===== src/rtl/text_console_writer.sv =====
// Writer side of the 80x25 character screen RAM: byte stream in, cursor-tracked cell writes out,
// with CR/LF/BS/form-feed handling and scroll-up. RAM is touched only in granted cycles.
module text_console_writer #(
   parameter int unsigned COLS  = 80,
   parameter int unsigned ROWS  = 25,
   parameter logic [7:0]  BLANK = 8'h20
) (
   input  logic        clk,
   input  logic        rst_n_i,
   input  logic [7:0]  char_i,
   input  logic        char_valid_i,
   output logic        char_ready_o,
   input  logic        mem_gnt_i,
   output logic [11:0] mem_addr_o,
   output logic [7:0]  mem_data_o,
   output logic        mem_wren_o,
   input  logic [7:0]  mem_q_i,
   output logic [6:0]  cursor_col_o,
   output logic [4:0]  cursor_row_o,
   output logic        busy_o
);
   localparam int unsigned CW = 7;
   localparam int unsigned RW = 5;

   localparam logic [CW-1:0] COL_LAST = CW'(COLS - 1);
   localparam logic [RW-1:0] ROW_LAST = RW'(ROWS - 1);

   typedef enum logic [2:0] {
      S_IDLE, S_PUT, S_CLR, S_SC_RD, S_SC_CAP, S_SC_WR, S_SC_BLK
   } state_t;

   state_t          state, state_nxt;
   logic [CW-1:0]   col, ptr_col;
   logic [RW-1:0]   row, ptr_row;
   logic [7:0]      ch, cap;
   logic            accept, is_print, is_lf, is_cr, is_bs, is_ff;

   assign accept   = char_valid_i & (state == S_IDLE);
   assign is_print = (char_i >= 8'h20) && (char_i <= 8'h7E);
   assign is_lf    = (char_i == 8'h0A);
   assign is_cr    = (char_i == 8'h0D);
   assign is_bs    = (char_i == 8'h08);
   assign is_ff    = (char_i == 8'h0C);

   // State register
   always_ff @(posedge clk or negedge rst_n_i) begin
      if (!rst_n_i) state <= S_IDLE;
      else          state <= state_nxt;
   end

   // Next-state logic; every RAM-touching state stalls until granted
   always_comb begin
      state_nxt = state;
      case (state)
         S_IDLE: begin
            if (accept) begin
               if (is_print)                       state_nxt = S_PUT;
               else if (is_lf && row == ROW_LAST)  state_nxt = S_SC_RD;
               else if (is_ff)                     state_nxt = S_CLR;
            end
         end
         S_PUT: begin
            if (mem_gnt_i)
               state_nxt = (col == COL_LAST && row == ROW_LAST) ? S_SC_RD : S_IDLE;
         end
         S_CLR: begin
            if (mem_gnt_i && ptr_row == ROW_LAST && ptr_col == COL_LAST) state_nxt = S_IDLE;
         end
         S_SC_RD:  if (mem_gnt_i) state_nxt = S_SC_CAP;
         S_SC_CAP: state_nxt = S_SC_WR;
         S_SC_WR: begin
            if (mem_gnt_i)
               state_nxt = (ptr_col == COL_LAST && ptr_row == ROW_LAST) ? S_SC_BLK : S_SC_RD;
         end
         S_SC_BLK: if (mem_gnt_i && ptr_col == COL_LAST) state_nxt = S_IDLE;
         default:  state_nxt = S_IDLE;
      endcase
   end

   // Cursor, latched byte, scan pointer and captured scroll data
   always_ff @(posedge clk or negedge rst_n_i) begin
      if (!rst_n_i) begin
         col     <= '0;
         row     <= '0;
         ptr_col <= '0;
         ptr_row <= '0;
         ch      <= '0;
         cap     <= '0;
      end else begin
         case (state)
            S_IDLE: begin
               if (accept) begin
                  ch <= char_i;
                  if (is_lf) begin
                     col <= '0;
                     if (row != ROW_LAST) row <= row + RW'(1);
                     else begin
                        ptr_row <= RW'(1);
                        ptr_col <= '0;
                     end
                  end else if (is_cr) begin
                     col <= '0;
                  end else if (is_bs) begin
                     if (col != '0) col <= col - CW'(1);
                  end else if (is_ff) begin
                     ptr_row <= '0;
                     ptr_col <= '0;
                  end
               end
            end
            S_PUT: begin
               if (mem_gnt_i) begin
                  if (col == COL_LAST) begin
                     col <= '0;
                     if (row == ROW_LAST) begin
                        ptr_row <= RW'(1);
                        ptr_col <= '0;
                     end else begin
                        row <= row + RW'(1);
                     end
                  end else begin
                     col <= col + CW'(1);
                  end
               end
            end
            S_CLR: begin
               if (mem_gnt_i) begin
                  if (ptr_col == COL_LAST) begin
                     ptr_col <= '0;
                     if (ptr_row == ROW_LAST) begin
                        col <= '0;
                        row <= '0;
                     end else begin
                        ptr_row <= ptr_row + RW'(1);
                     end
                  end else begin
                     ptr_col <= ptr_col + CW'(1);
                  end
               end
            end
            S_SC_CAP: cap <= mem_q_i;
            S_SC_WR: begin
               // ptr_row parks on the last row, which is the row SC_BLK then blanks
               if (mem_gnt_i) begin
                  if (ptr_col == COL_LAST) begin
                     ptr_col <= '0;
                     if (ptr_row != ROW_LAST) ptr_row <= ptr_row + RW'(1);
                  end else begin
                     ptr_col <= ptr_col + CW'(1);
                  end
               end
            end
            S_SC_BLK: begin
               if (mem_gnt_i) begin
                  if (ptr_col == COL_LAST) begin
                     ptr_col <= '0;
                     col     <= '0;
                     row     <= ROW_LAST;
                  end else begin
                     ptr_col <= ptr_col + CW'(1);
                  end
               end
            end
            default: ;
         endcase
      end
   end

   // RAM port drive; write enable follows the grant within the cycle
   always_comb begin
      mem_addr_o = '0;
      mem_data_o = '0;
      mem_wren_o = 1'b0;
      case (state)
         S_PUT: begin
            mem_addr_o = {row, col};
            mem_data_o = ch;
            mem_wren_o = mem_gnt_i;
         end
         S_CLR, S_SC_BLK: begin
            mem_addr_o = {ptr_row, ptr_col};
            mem_data_o = BLANK;
            mem_wren_o = mem_gnt_i;
         end
         S_SC_RD, S_SC_CAP: begin
            mem_addr_o = {ptr_row, ptr_col};
         end
         S_SC_WR: begin
            mem_addr_o = {ptr_row - RW'(1), ptr_col};
            mem_data_o = cap;
            mem_wren_o = mem_gnt_i;
         end
         default: ;
      endcase
   end

   assign char_ready_o = (state == S_IDLE);
   assign busy_o       = (state != S_IDLE);
   assign cursor_col_o = col;
   assign cursor_row_o = row;
endmodule

===== config.mk =====
export PLATFORM = sky130hd
export DESIGN_NAME = text_console_writer
export DESIGN_NICKNAME = d
export VERILOG_FILES = /design/src/rtl/text_console_writer.sv
export SDC_FILE = /design/constraint.sdc
export NUM_CORES = 1
export LEC_CHECK = 0
export ABC_AREA = 1
export BUFFER_PORTS_ARGS = -buffer_cell sky130_fd_sc_hd__buf_4
export CORE_MARGIN = 1.5
export CORE_UTILIZATION = 61
export CTS_CLUSTER_DIAMETER = 150
export DETAILED_ROUTE_END_ITERATION = 8
export GPL_TIMING_DRIVEN = 1
export PLACE_DENSITY = 0.85
export SYNTH_ARGS = -nofsm -noshare
export SYNTH_HDL_FRONTEND = slang
export SYNTH_SLANG_ARGS = --single-unit

===== constraint.sdc =====
create_clock -name clk -period 4.5 [get_ports clk]
set_input_delay 0.45 -clock clk [delete_from_list [all_inputs] [get_ports clk]]
set_output_delay 0.45 -clock clk [all_outputs]
set_load 0.03 [all_outputs]

==> flow_metrics.env, run 1 <==
export IMPL_peakVddDrop_mv=0.2395
export IMPL_synth_edf_count=0
export IMPL_clk_pin_slew_worst_paths_ps=80
export IMPL_drive_gt1_share_pct=22.27
export IMPL_synth_most_common_cell="nand2_1"
export IMPL_fin_nets=530
export IMPL_postCtsSetupBuffers=0
export IMPL_worstPathArrival_ps=2680
export IMPL_cts_buffer_depth=2
export IMPL_drv_cap=0
export IMPL_grt_max_degree=44
export IMPL_clock_latency_ps=300
export IMPL_grt_usage_pct=31.34
export IMPL_required_ps=4050
export IMPL_tritoncts="done"
export IMPL_core_area_sq_um=5107
export IMPL_cp_start_kind="register"
export IMPL_drt_total_wl_mm=8.424
export IMPL_worst_slack_ps=1372
export IMPL_skew_ps=7.147
export IMPL_regArea_sq_um=1076
export IMPL_place_inst=565
export IMPL_synth_area_top_cells="dfrtp_1, nand2_1, nand3_1"
export IMPL_hold_buffers=0
export IMPL_place_area_sq_um=3657
export IMPL_syn_area_sq_um=3231
export IMPL_start_util_pct=63.25
export IMPL_syn_area_per_cell_sq_um=7.179
export IMPL_synthArstFlopShare_pct=100.0
export IMPL_cts_max_level=2
export IMPL_crit_chain="nand2_2, nor2_1, inv_1, a21oi_1, o21ai_0, o221ai_1, buf_4"
export IMPL_syn2layout_area_growth_pct=16.31
export IMPL_ys_seq_area_share_pct=33.31
export IMPL_ys_ff_latch=43
export IMPL_critPathKind="register to output port"
export IMPL_cts_resized=0
export IMPL_hold_path_class="primary input to asynchronous set/reset pin"
export IMPL_drt_pre_antenna_iters=5
export IMPL_max_slew_margin_pct=17.25
export IMPL_io_pins=55
export IMPL_yosys_warnings=0
export IMPL_drtAntennaViolNets=0
export IMPL_rows=26
export IMPL_vias_per_cell=5.763
export IMPL_worst_path_buf_inv=2
export IMPL_gr_total_overflow=0
export IMPL_r2r_slack_ps=1870
export IMPL_postLayoutCoreUtil_pct=73.57
export IMPL_cts_root_buf="clkbuf_8"
export IMPL_min_period_ps=3128
export IMPL_clock_sinks=43
export IMPL_setup_tns_ps=0
export IMPL_numCtsBuffers=5
export IMPL_final_cells=573
export IMPL_antennaDiodeCount=0
export IMPL_fin_area_sq_um=3757
export IMPL_synth_cell_types=38
export IMPL_port_buffer_count=54
export IMPL_yosysTopAreaCell="dfrtp_1"
export IMPL_rsz0062_at_grt="false"
export IMPL_slew_violations=0
export IMPL_worstPathMaxFanout=20
export IMPL_critPathMaxStageDelay_ps=930
export IMPL_slowest_stage="nor2_1"
export IMPL_finalHoldViolCount=0
export IMPL_grt_pass1_wl_mm=13.74
export IMPL_crit_family="simple AND/OR/NAND/NOR gates"
export IMPL_drt_iter0_markers=321
export IMPL_post_route_period_util_pct=69.51
export IMPL_synth_top_flop_cell="dfrtp_1"
export IMPL_fmax_mhz=319.7
export IMPL_antenna_found_initial=0
export IMPL_fillers=417
export IMPL_crit_path_end_kind="output port"
export IMPL_netlist_instances=450
export IMPL_grt_pass1_vias=3008
export IMPL_die_area_sq_um=5742
export IMPL_p_leak_nw=1.956
export IMPL_die_h_um=75.78
export IMPL_gp_congestion=1.008
export IMPL_wl_per_cell_um=14.70
export IMPL_multiInputGateArea_sq_um=1889
export IMPL_preCtsSetupSlack_ps=1748
export IMPL_remaining_drc_errors=0
export IMPL_finalSetupViolCount=0
export IMPL_dp_hpwl_mm=6.360
export IMPL_tightest_slew_ps=1237
export IMPL_synth_top_area_share_pct=33.31
export IMPL_synthTopCellsByCount="nand2_1, inv_1, nor2_1, dfrtp_1, nand3_1"
export IMPL_syn_num_nets=478
export IMPL_via_count=3302
export IMPL_status="finished, final reports clean"
export IMPL_powerDensity_nw_per_um2=243.8
export IMPL_die_w_um=75.78
## metal layers
metal | wire, um | track usage (%) | vias up
li1 | - | - | 1574
met1 | 3690 | 42.56 | 1530
met2 | 3827 | 50.43 | 174
met5 | 0 | 0 | -
met3 | 632 | 3.968 | 24
met4 | 274 | 13.10 | 0
## state kept, by name, summed over array words and instances (netlist names)
signal and flops:
ptr_row 5, state 3, cursor_col_o 7, ptr_col 7
cap 8, ch 8, cursor_row_o 5
## worst paths after layout
path / endpoint / depth (start not counted) / startpoint
worst max-delay path: mem_addr_o[10] / 7 / state[2]
worst min-delay path: ptr_row[4] / 1 / rst_n_i
worst max register to register: ptr_col[6] / 8 / state[2]
worst min register to register: ch[3] / 2 / ch[3]
max in group asynchronous: ch[6] / 1 / rst_n_i
min in group clk: cap[6] / 2 / mem_q_i[6]
## report_power, final
| group | switching (mW) | total, mW | internal [mW] | leakage (nW) |
|---|---|---|---|---|
| registers | 0.0300 | 0.440 | 0.410 | 0.570 |
| clock network | 0.134 | 0.274 | 0.140 | 0.0515 |
| logic | 0.122 | 0.202 | 0.0800 | 1.33 |
| total | 0.286 | 0.916 | 0.630 | 1.96 |
## logic make-up (layout without fill, tap and decap cells)
logic type                 Yosys count  after routing  synth area share [%]
buffers and inverters               62            115                 8.211
xor gates and xnor gates            11             11                 2.982
and+or+nand+nor                    251            251                 35.83
muxes                               12             12                 4.183
DFF                                 43             43                 33.31
AOI/OAI and AO/OA                   63             63                 12.39
adders and majority gates            8              8                 3.098
## worst reg2reg max path, stage by stage (launching register included)
cell and delay, ps:
dfrtp_1 560, nand2_2 90, nor2_1 930, inv_1 250, nand2_1 200, a21oi_1 100
nand4_1 240, nand2_1 100, nand2_1 90
## placed cells by master, fill, tap and decap left out, types with 2 or more instances in the layout
cell type,n
nor3_1,2
buf_4,54
o21ai_2,3
dfrtp_1,43
ha_1,8
nor2_1,46
o22ai_1,6
nand3_2,4
clkbuf_8,7
xor2_1,8
inv_1,46
o21ai_0,27
nand4_1,7
nand3_1,36
xnor2_1,3
nand3b_1,2
a22o_1,7
nand2_1,128
nor2_2,3
o221ai_1,3
a21oi_1,10
mux2_2,12
inv_2,7
nand2_2,11
nor2_4,7
## stage by stage
| stage | total power [mW] | hold WS [ps] |
|---|---|---|
| after floorplan | 0.5678 | 154.4 |
| after global placement | 0.6438 | 473.5 |
| after detailed placement | 0.6463 | 474.5 |
| after CTS | 0.9187 | 156.3 |
| after global routing | 0.9557 | 190.2 |
| final | 0.9162 | 140.1 |
## area by class of cell
| type | count | area share [%] |
|---|---|---|
| multi-input cells | 345 | 50.28 |
| flip-flops and latches | 43 | 28.64 |
| repair buffers | 54 | 10.79 |
| inverters | 53 | 5.295 |
| clock buffers | 8 | 2.664 |
| well taps | 70 | 2.331 |
(Power assumes the default switching activity.)
==> inputs of run 2 (changes only) <==
Settings changed: CORE_UTILIZATION 61 to 51, PLACE_DENSITY 0.85 to 0.75.
Clock period 4.5 ns to 2.5 ns, I/O delays scaled along.
==> run 2 against run 1 <==
Compared with the run above: non-clock buffer count up 3; core utilization down 11 points; routed wire length up 2.1%; largest power group unchanged.
==> flow_metrics.env, run 2 (synthesis gave the netlist of run 1 again) <==
export IMPL_peakVddDrop_mv=0.3343
export IMPL_final_common_cell="nand2_1"
export IMPL_cts_buffer_depth=2
export IMPL_status="finished, final reports clean"
export IMPL_p_leak_nw=1.959
export IMPL_final_cell_mix="nand2_1, buf_4, inv_1"
export IMPL_slew_violations=0
export IMPL_clock_latency_ps=310
export IMPL_max_slew_margin_pct=61.45
export IMPL_seqPwrFrac_pct=48.8
export IMPL_cts_root_buf="clkbuf_8"
export IMPL_postLayoutCoreUtil_pct=62.67
export IMPL_min_period_ps=2365
export IMPL_grt_usage_pct=27.75
export IMPL_die_h_um=82.59
export IMPL_drtAntennaViolNets=0
export IMPL_worstPathArrival_ps=2120
export IMPL_reg_top3="cap (8), ch (8)"
export IMPL_p_int_mw=1.079
export IMPL_required_ps=2250
export IMPL_tritoncts="done"
export IMPL_wl_per_cell_um=14.80
export IMPL_die_w_um=82.59
export IMPL_tightest_slew_ps=578.2
export IMPL_gr_total_overflow=0
export IMPL_finalHoldViolCount=0
export IMPL_p_switching_uw=536.4
export IMPL_grt_pass1_vias=3022
export IMPL_rsz0062_at_grt="false"
export IMPL_critPathKind="register to output port"
export IMPL_antenna_found_initial=0
export IMPL_fmax_mhz=422.8
export IMPL_hold_ws_ps=165.8
export IMPL_die_area_sq_um=6821
export IMPL_drt_iter0_markers=281
export IMPL_port_buffer_count=54
export IMPL_finalSetupViolCount=0
export IMPL_via_count=3204
export IMPL_setup_tns_ps=0
export IMPL_swShare_pct=33.21
export IMPL_numCtsBuffers=5
export IMPL_core_area_sq_um=6026
export IMPL_clk_pin_slew_worst_paths_ps=90
export IMPL_rows=28
export IMPL_drt_pre_antenna_iters=4
export IMPL_skew_ps=7.686
export IMPL_grt_max_degree=44
export IMPL_hold_path_class="primary input to register"
export IMPL_cp_start_kind="register"
export IMPL_clock_sinks=43
export IMPL_antennaDiodeCount=0
export IMPL_grt_pass1_wl_mm=14.35
export IMPL_drive_gt1_share_pct=22.73
export IMPL_drt_total_wl_mm=8.599
export IMPL_io_pins=55
export IMPL_p_comb_share_pct=23.2
export IMPL_syn2layout_area_growth_pct=16.89
export IMPL_remaining_drc_errors=0
export IMPL_powerDensity_nw_per_um2=427.8
export IMPL_post_route_period_util_pct=94.62
export IMPL_start_util_pct=53.61
export IMPL_fin_nets=533
export IMPL_cts_max_level=2
export IMPL_drv_cap=0
export IMPL_dp_hpwl_mm=6.668
export IMPL_gp_congestion=0.9330
export IMPL_power_frac_clock_pct=28.0
export IMPL_crit_path_end_kind="output port"
export IMPL_vias_per_cell=5.515
export IMPL_worstPathMaxFanout=18
## run 2: cell count changes in the layout (fill, tap and decap cells not counted)
cell	before	now
buf_4	54	56
clkbuf_8	7	5
clkinv_2	0	1
clkinvlp_4	0	1
dlygate4sd3_1	0	1
nor2_1	46	45
nor2_2	3	4
## run 2: layout make-up
cell class                      instances  area (sq um)
Fill cell                             553          2250
Multi-Input combinational cell        345          1892
Sequential cell                        43          1076
Timing Repair Buffer                   57         430.4
Inverter                               53         198.9
Tap cell                               75         93.84
Clock buffer                            6         72.57
Clock inverter                          2         12.51
## run 2: power by group through the flow
| stage | logic (mW) | clock network, mW | registers [mW] |
|---|---|---|---|
| floorplan | 0.237 | 0 | 0.785 |
| global placement | 0.366 | 0 | 0.799 |
| detailed placement | 0.376 | 0 | 0.801 |
| CTS | 0.379 | 0.461 | 0.788 |
| global route | 0.414 | 0.489 | 0.796 |
| finish | 0.375 | 0.452 | 0.788 |
## run 2: critical path: stages, from the launching register on
cell     delay, ps
dfrtp_1        520
inv_1          120
nand2_1        100
nor2_4         410
inv_2          210
o21ai_0        240
buf_4          200
## run 2: final timing paths
check | from | endpoint | slack [ps] | cells after the start
worst min-delay path | mem_q_i[3] | cap[3] | 170 | 2
min in group asynchronous | rst_n_i | cursor_row_o[2] | 470 | 2
worst min register to register | ch[2] | ch[2] | 500 | 2
worst max-delay path | state[1] | mem_addr_o[0] | 130 | 6
max in group asynchronous | rst_n_i | cap[1] | 1620 | 2
worst max register to register | state[1] | cursor_col_o[2] | 610 | 8
## run 2: metal layers
| metal | GRT usage [%] | vias up | share of wire, % |
|---|---|---|---|
| met5 | 0 | - | 0 |
| met4 | 8.333 | 0 | 1.5 |
| met3 | 5.055 | 14 | 6.7 |
| met2 | 45.45 | 110 | 46 |
| met1 | 37.19 | 1495 | 45 |
| li1 | - | 1585 | - |
## run 2: repair_timing
| action | CTS | global route |
|---|---|---|
| setup buffers | 0 | 0 |
| endpoints found under the hold margin | 43 | 0 |
| hold buffers | 1 | 0 |
| endpoints found under the setup margin | 0 | 1 |
| gates resized for setup | 0 | 1 |
## run 2: per-stage QoR
step / instances / cell area, sq um / total power, mW / setup WS (ps)
global placement: 572 / 3679 / 1.165 / 547.2
finish: 581 / 3776 / 1.615 / 134.5
floorplan: 450 / 3231 / 1.022 / 625.7
detailed placement: 572 / 3679 / 1.177 / 518.1
global route: 581 / 3776 / 1.698 / 17.97
CTS: 581 / 3774 / 1.628 / 163.5
